==> src/rtl/tmr_flop_voter.sv <==
// Majority voter for three redundant flop outputs, with offender tracking,
// a saturating disagreement counter and a sticky single-flop fault FSM.
module tmr_flop_voter #(
  parameter int CNT_W   = 8,
  parameter int PERSIST = 3
) (
  input  logic             clk,
  input  logic             reset,
  input  logic             qsr,
  input  logic             qt,
  input  logic             qjk,
  input  logic             clear_fault,
  output logic             q_vote,
  output logic             mismatch,
  output logic [1:0]       fault_id,
  output logic [CNT_W-1:0] err_count,
  output logic [1:0]       state,
  output logic             fault
);

  typedef enum logic [1:0] {
    AGREE   = 2'd0,
    SUSPECT = 2'd1,
    FAULT   = 2'd2
  } state_t;

  localparam logic [CNT_W-1:0] CNT_ONE   = CNT_W'(1);
  localparam logic [CNT_W-1:0] CNT_MAX   = '1;
  localparam logic [CNT_W-1:0] PERSIST_C = CNT_W'(PERSIST);

  state_t           state_q, state_d;
  logic [1:0]       cand_q, cand_d;
  logic [CNT_W-1:0] run_q, run_d;
  logic [1:0]       fid_q, fid_d;
  logic [CNT_W-1:0] cnt_q, cnt_d;
  logic [1:0]       id;
  logic             maj;

  assign maj = (qsr & qt) | (qt & qjk) | (qsr & qjk);

  // Code of the single input that disagrees with the other two.
  always_comb begin
    id = 2'd0;
    if ((qsr == qt) && (qt == qjk)) id = 2'd0;
    else if (qt == qjk)             id = 2'd1;
    else if (qsr == qjk)            id = 2'd2;
    else                            id = 2'd3;
  end

  always_comb begin
    state_d = state_q;
    cand_d  = cand_q;
    run_d   = run_q;
    fid_d   = fid_q;
    cnt_d   = cnt_q;
    if (clear_fault) begin
      state_d = AGREE;
      cand_d  = 2'd0;
      run_d   = '0;
      fid_d   = 2'd0;
      cnt_d   = '0;
    end else begin
      if ((id != 2'd0) && (cnt_q != CNT_MAX)) cnt_d = cnt_q + CNT_ONE;
      case (state_q)
        AGREE: begin
          if (id != 2'd0) begin
            cand_d = id;
            run_d  = CNT_ONE;
            if (PERSIST == 1) begin
              state_d = FAULT;
              fid_d   = id;
            end else begin
              state_d = SUSPECT;
            end
          end
        end
        SUSPECT: begin
          if (id == 2'd0) begin
            state_d = AGREE;
            run_d   = '0;
          end else if (id == cand_q) begin
            run_d = run_q + CNT_ONE;
            if ((run_q + CNT_ONE) == PERSIST_C) begin
              state_d = FAULT;
              fid_d   = cand_q;
            end
          end else begin
            cand_d = id;
            run_d  = CNT_ONE;
          end
        end
        FAULT:   ;
        default: state_d = AGREE;
      endcase
    end
  end

  always_ff @(posedge clk or negedge reset) begin
    if (!reset) begin
      state_q  <= AGREE;
      cand_q   <= 2'd0;
      run_q    <= '0;
      fid_q    <= 2'd0;
      cnt_q    <= '0;
      q_vote   <= 1'b0;
      mismatch <= 1'b0;
    end else begin
      state_q  <= state_d;
      cand_q   <= cand_d;
      run_q    <= run_d;
      fid_q    <= fid_d;
      cnt_q    <= cnt_d;
      q_vote   <= maj;
      mismatch <= (id != 2'd0);
    end
  end

  assign state     = state_q;
  assign fault     = (state_q == FAULT);
  assign fault_id  = fid_q;
  assign err_count = cnt_q;

endmodule

==> config.mk <==
export PLATFORM = sky130hd
export DESIGN_NAME = tmr_flop_voter
export DESIGN_NICKNAME = d
export VERILOG_FILES = /design/src/rtl/tmr_flop_voter.sv
export SDC_FILE = /design/constraint.sdc
export NUM_CORES = 1
export LEC_CHECK = 0
export CORE_ASPECT_RATIO = 1.2
export CORE_MARGIN = 10
export CORE_UTILIZATION = 35
export CTS_BUF_LIST = sky130_fd_sc_hd__clkbuf_16
export CTS_CLUSTER_DIAMETER = 40
export DETAILED_ROUTE_END_ITERATION = 8
export GPL_TIMING_DRIVEN = 0
export SYNTH_ARGS = -nofsm -noshare
export SYNTH_HDL_FRONTEND = slang
export SYNTH_SLANG_ARGS = --single-unit
==> constraint.sdc <==
create_clock -name clk -period 3.3 [get_ports clk]
set_clock_uncertainty 0.15 [all_clocks]
set_input_delay 0.825 -clock clk [delete_from_list [all_inputs] [get_ports clk]]
set_output_delay 0.825 -clock clk [all_outputs]
set_load 0.01 [all_outputs]
# [Yosys cells after proc, flatten, opt, wreduce, memory -nomap -nowiden]
# Index checks and enable logic that the tools add are counted.
# Widths: inputs -> output; s select.
[word_totals] regBits=24 input_bits=6 out_inout_bits=15 wordCells=69
[classes] n_addsub=2 eq_ne=15 n_mux=26 bitwise=5 reduce_logical=14
[op_table] cell="$mux 8" n=6
[op_table] cell="$mux 2" n=16
[op_table] cell="$add 8x1->8 const B" n=2
[op_table] cell="$pmux 8 s2" n=1
[op_table] cell="$reduce_and 4->1" n=3
[op_table] cell="$reduce_bool 2->1" n=5
[op_table] cell="$ne 3x3->1 const B" n=3
[op_table] cell="$eq 8x2->1 const B" n=1
[op_table] cell="$ne 4x4->1 const B" n=2
[op_table] cell="$ne 8x8->1 const B" n=1
[op_table] cell="$pmux 2 s3" n=1
[op_table] cell="$logic_not 2->1" n=2
[op_table] cell="$ne 2x2->1 const B" n=2
[op_table] cell="$pmux 2 s2" n=1
[op_table] cell="$and 1x1->1" n=3
[op_table] cell="$eq 1x1->1" n=3
[op_table] cell="$reduce_bool 3->1" n=1
[op_table] cell="$eq 2x1->1 const B" n=1
[op_table] cell="$eq 2x2->1" n=1
[op_table] cell="$eq 2x2->1 const B" n=1
[op_table] cell="$logic_and 1x1->1" n=2
[op_table] cell="$or 1x1->1" n=2
[op_table] cell="$reduce_and 2->1" n=1
[op_table] cell="$mux 1" n=1

# [Longest topological paths before layout]
[logic_depth] word_depth=9 ltp_mapped=7 mapped_depth_nobuf=7

# [Worst setup path before layout]
# Ideal clock, no wire load.
[synth_path] path_kind="input to register" start="input port qt" end="register fid_q[0], in the netlist fault_id[0]" setup_ns=0.078 arrival_ns=2.079 required_time_ns=3.072 path_slack_ns=0.993 stages=6 n_path_buf=0 path_cell_list="ha_1 xor2_1 nor4b_2 o211a_1 nand4_1 a21oi_1"
[synth_via] elab_chain_len=6 elab_cells_between_ends=10 classes_between="eq/ne (4); mux (2); reduce/logical (4)"
[synth_rtl] item="start, declared" line_no="10" source="input logic qt,"
[synth_rtl] item="$eq 1x1->1 (on tied branches)" line_no="44, 45"
[synth_rtl] item="$mux 2 / $logic_and 1x1->1 (equally long branches)" line_no="45, 44"
[synth_rtl] item="$mux 2 (*)" line_no="44" source="if ((qsr == qt) && (qt == qjk)) id = 2'd0;"
[synth_rtl] item="$eq 2x2->1 / $logic_not 2->1 (equally long branches)" line_no="81, 78"
[synth_rtl] item="$reduce_bool 2->1 (no line) / $ne 2x2->1 (equally long branches)"
[synth_rtl] item="$reduce_and 4->1 (no line) (*)"
[synth_rtl] item="end signal, assigned" line_no="111" source="fid_q <= fid_d;"
[synth_rtl] item="end, declared" line_no="34" source="logic [1:0] fid_q, fid_d;"
# Every way passes the cells marked *; elsewhere a longest branch is shown, timed or not.
# A chain may end at the register's enable or synchronous reset.

# [Final worst setup path]
# Ends and elaborated chain as after synthesis.

==> metrics.yaml <==
status: "finished, final reports clean"
drive_gt1_frac: 0.06748
layout_common_cells: "dfrtp_1, clkdlybuf4s50_1, nor2_1"
grt_start_max_net_pins: 25
period_share: 0.8150
grt_pass1_vias: 1181
cp.required_ns: 3.33
tightest_slew_ns: 1.068
grt_overflow: 0
cts-root-buf: "clkbuf_16"
setup_viol: 0
io_buffers: 19
p_int_uw: 516.5
p_total_uw: 696.2
post-route-util: 0.4607
synth_seq_cells: 24
critPathMaxFanout: 4
rrSetupSlack_ns: 1.21
layout_commonest_cell: "dfrtp_1"
arrival_ns: 2.72
clkTransAtPathRegs_ns: 0.06
numClockSinks: 24
wl_per_cell_um: 15.15
cts_resized: 0
max_freq_mhz: 371.8
gr-usage-met2: 0.1765
synth.area.top_cells: "dfrtp_1, ha_1, nor2_1, xnor2_1, xor2_1"
netlist_area_mm2: 0.001368
async_flop_share: 1.000
clock_latency_ns: 0.26
hold_class: "flip-flop to flip-flop"
cts_setup_buffers: 0
drc: 0
grt_antenna_before_repair: 0
clock_path_buffers: 2
cts_buffers: 3
drt.antenna.violating_nets: 0
post-route-min-period_ns: 2.690
top_usage_layer: "met2"
synth_largest_area_cell: "dfrtp_1"
vdd_ir_drop_max_mv: 0.2329
initial_core_util: 0.3703
gp_congestion: 0.8117
grt_pass1_wl_um: 5595
num_io_pins: 21
finalMaxSlewViolations: 0
finalHoldWorstSlack_ns: 0.3914
hold_viol_final: 0
crit_slowest_cell: "clkdlybuf4s50_1"
slowest_delay_ns: 0.44
drt_wl_total_um: 3258
rsz0062_at_grt: "false"
p_clk_frac: 0.386
grtUsageTotal: 0.1006
syn-num-nets: 151
switching_share: 0.2582
cts_tree: "yes"
fin_tns_setup_ns: 0
synth-seq-area-share: 0.4392
leakage_nw: 0.7325
fp-row-count: 24
p_switching_uw: 179.8
die-height_um: 88.48
pwr-share-seq: 0.462
met1_usage: 0.1113
cts_htree_levels: 1
die_w_um: 77.06
use_met3: 0.03245
place_ws_ns: 0.3339
ctsHoldBuffers: 0
cellPowerDensity_mw_per_mm2: 409.2
routed_via_density: 5.209
cp-start-kind: "primary input"
drv_cap: 0
synth_edf_count: 0
first_pass_iters: 4
die-area_mm2: 0.006818
cp_cell_sequence: "clkdlybuf4s50_1 > ha_1 > xor2_1 > nor4b_2 > o211a_1 > nand4_1 > a21oi_1"
vias: 1120
yosys_warnings: 0
diodes: 0
drt_iter0_drc: 68
setup_slack_ns: 0.6105
synth.top_cell.area_share: 0.4392
nets: 175
dp_hpwl_um: 2435
crit_type: "primary input to flip-flop"
synth-main-ff-cell: "dfrtp_1"
synth.distinct_cells: 41
max_slew_margin: 0.2857
synthCells: 140
avgSynthCellArea_um2: 9.768
syn2layout_area_growth_pct: 24.43
comb_power_share: 0.152
cp-end-kind: "flip-flop"
coreArea_mm2: 0.003694
[logic make-up after synthesis]
group,synth area share
adders and majority gates,0.04575
and+or+nand+nor,0.2141
muxes,0.02196
DFF,0.4392
AOI/OAI and AO/OA,0.1802
xor gates and xnor gates,0.07045
buffers and inverters,0.02836
[critical path: cells and delay by family]
family | cells | cell delay, ns
buffers and inverters | 1 | 0.44
AO/OA/AOI/OAI | 2 | 0.44
adder cells (fa/ha/maj) | 1 | 0.37
AND/OR/NAND/NOR | 2 | 0.45
XOR/XNOR | 1 | 0.20
[path summary, 6_finish.rpt]
kind,depth (start not counted),from,end
max in group asynchronous,1,reset,fault_id[0]
worst max-delay path,7,qt,fault_id[0]
worst min-delay path,1,run_q[7],run_q[7]
min in group asynchronous,1,reset,state[0]
worst min register to register,1,run_q[7],run_q[7]
worst max register to register,7,run_q[0],fault_id[0]
[power groups by stage]
stage | Combinational (mW) | Sequential, mW | Clock (mW)
global placement | 0.104 | 0.326 | 0
detailed placement | 0.107 | 0.327 | 0
finish | 0.106 | 0.322 | 0.269
CTS | 0.108 | 0.322 | 0.273
floorplan | 0.0586 | 0.328 | 0
global route | 0.118 | 0.324 | 0.285
[metal layers]
| metal | up-vias | wire, um |
|---|---|---|
| li1 | 550 | - |
| met1 | 547 | 1392 |
| met2 | 18 | 1637 |
| met3 | 5 | 178 |
| met4 | 0 | 49 |
| met5 | - | 0 |
[flip-flops by register name, indices dropped and copies added, names as in the netlist]
register,count
err_count,8
state,2
fault_id,2
run_q,8
cand_q,2
mismatch,1
q_vote,1
[cells in the mapped netlist (2+ instances only)]
master,number
a21oi_1,4
o22ai_1,2
a21o_1,4
and3_4,2
nand4_1,3
clkbuf_1,2
xor2_1,5
inv_1,7
nand2_1,9
and3_1,2
ha_1,5
nor3_1,7
mux2i_1,3
nand3_1,8
nor2_1,16
a211oi_1,2
o21ai_0,7
xnor2_1,6
dfrtp_1,24
[metrics by stage]
stage                     cell area (um2)  instances
after floorplan                      1368        140
after global placement               1623        211
after detailed placement             1623        211
after CTS                            1702        215
after global routing                 1702        215
final                                1702        215
[final cells by class]
type	count	area, um2
fillers	380	1992
multi-input cells	106	728.2
flip-flops and latches	24	600.6
repair buffers	19	190.2
clock buffers	3	75.07
well taps	52	65.06
inverters	7	26.28
plain buffers	3	12.51
clock inverters	1	3.754
Power figures use the tool's default switching activity.
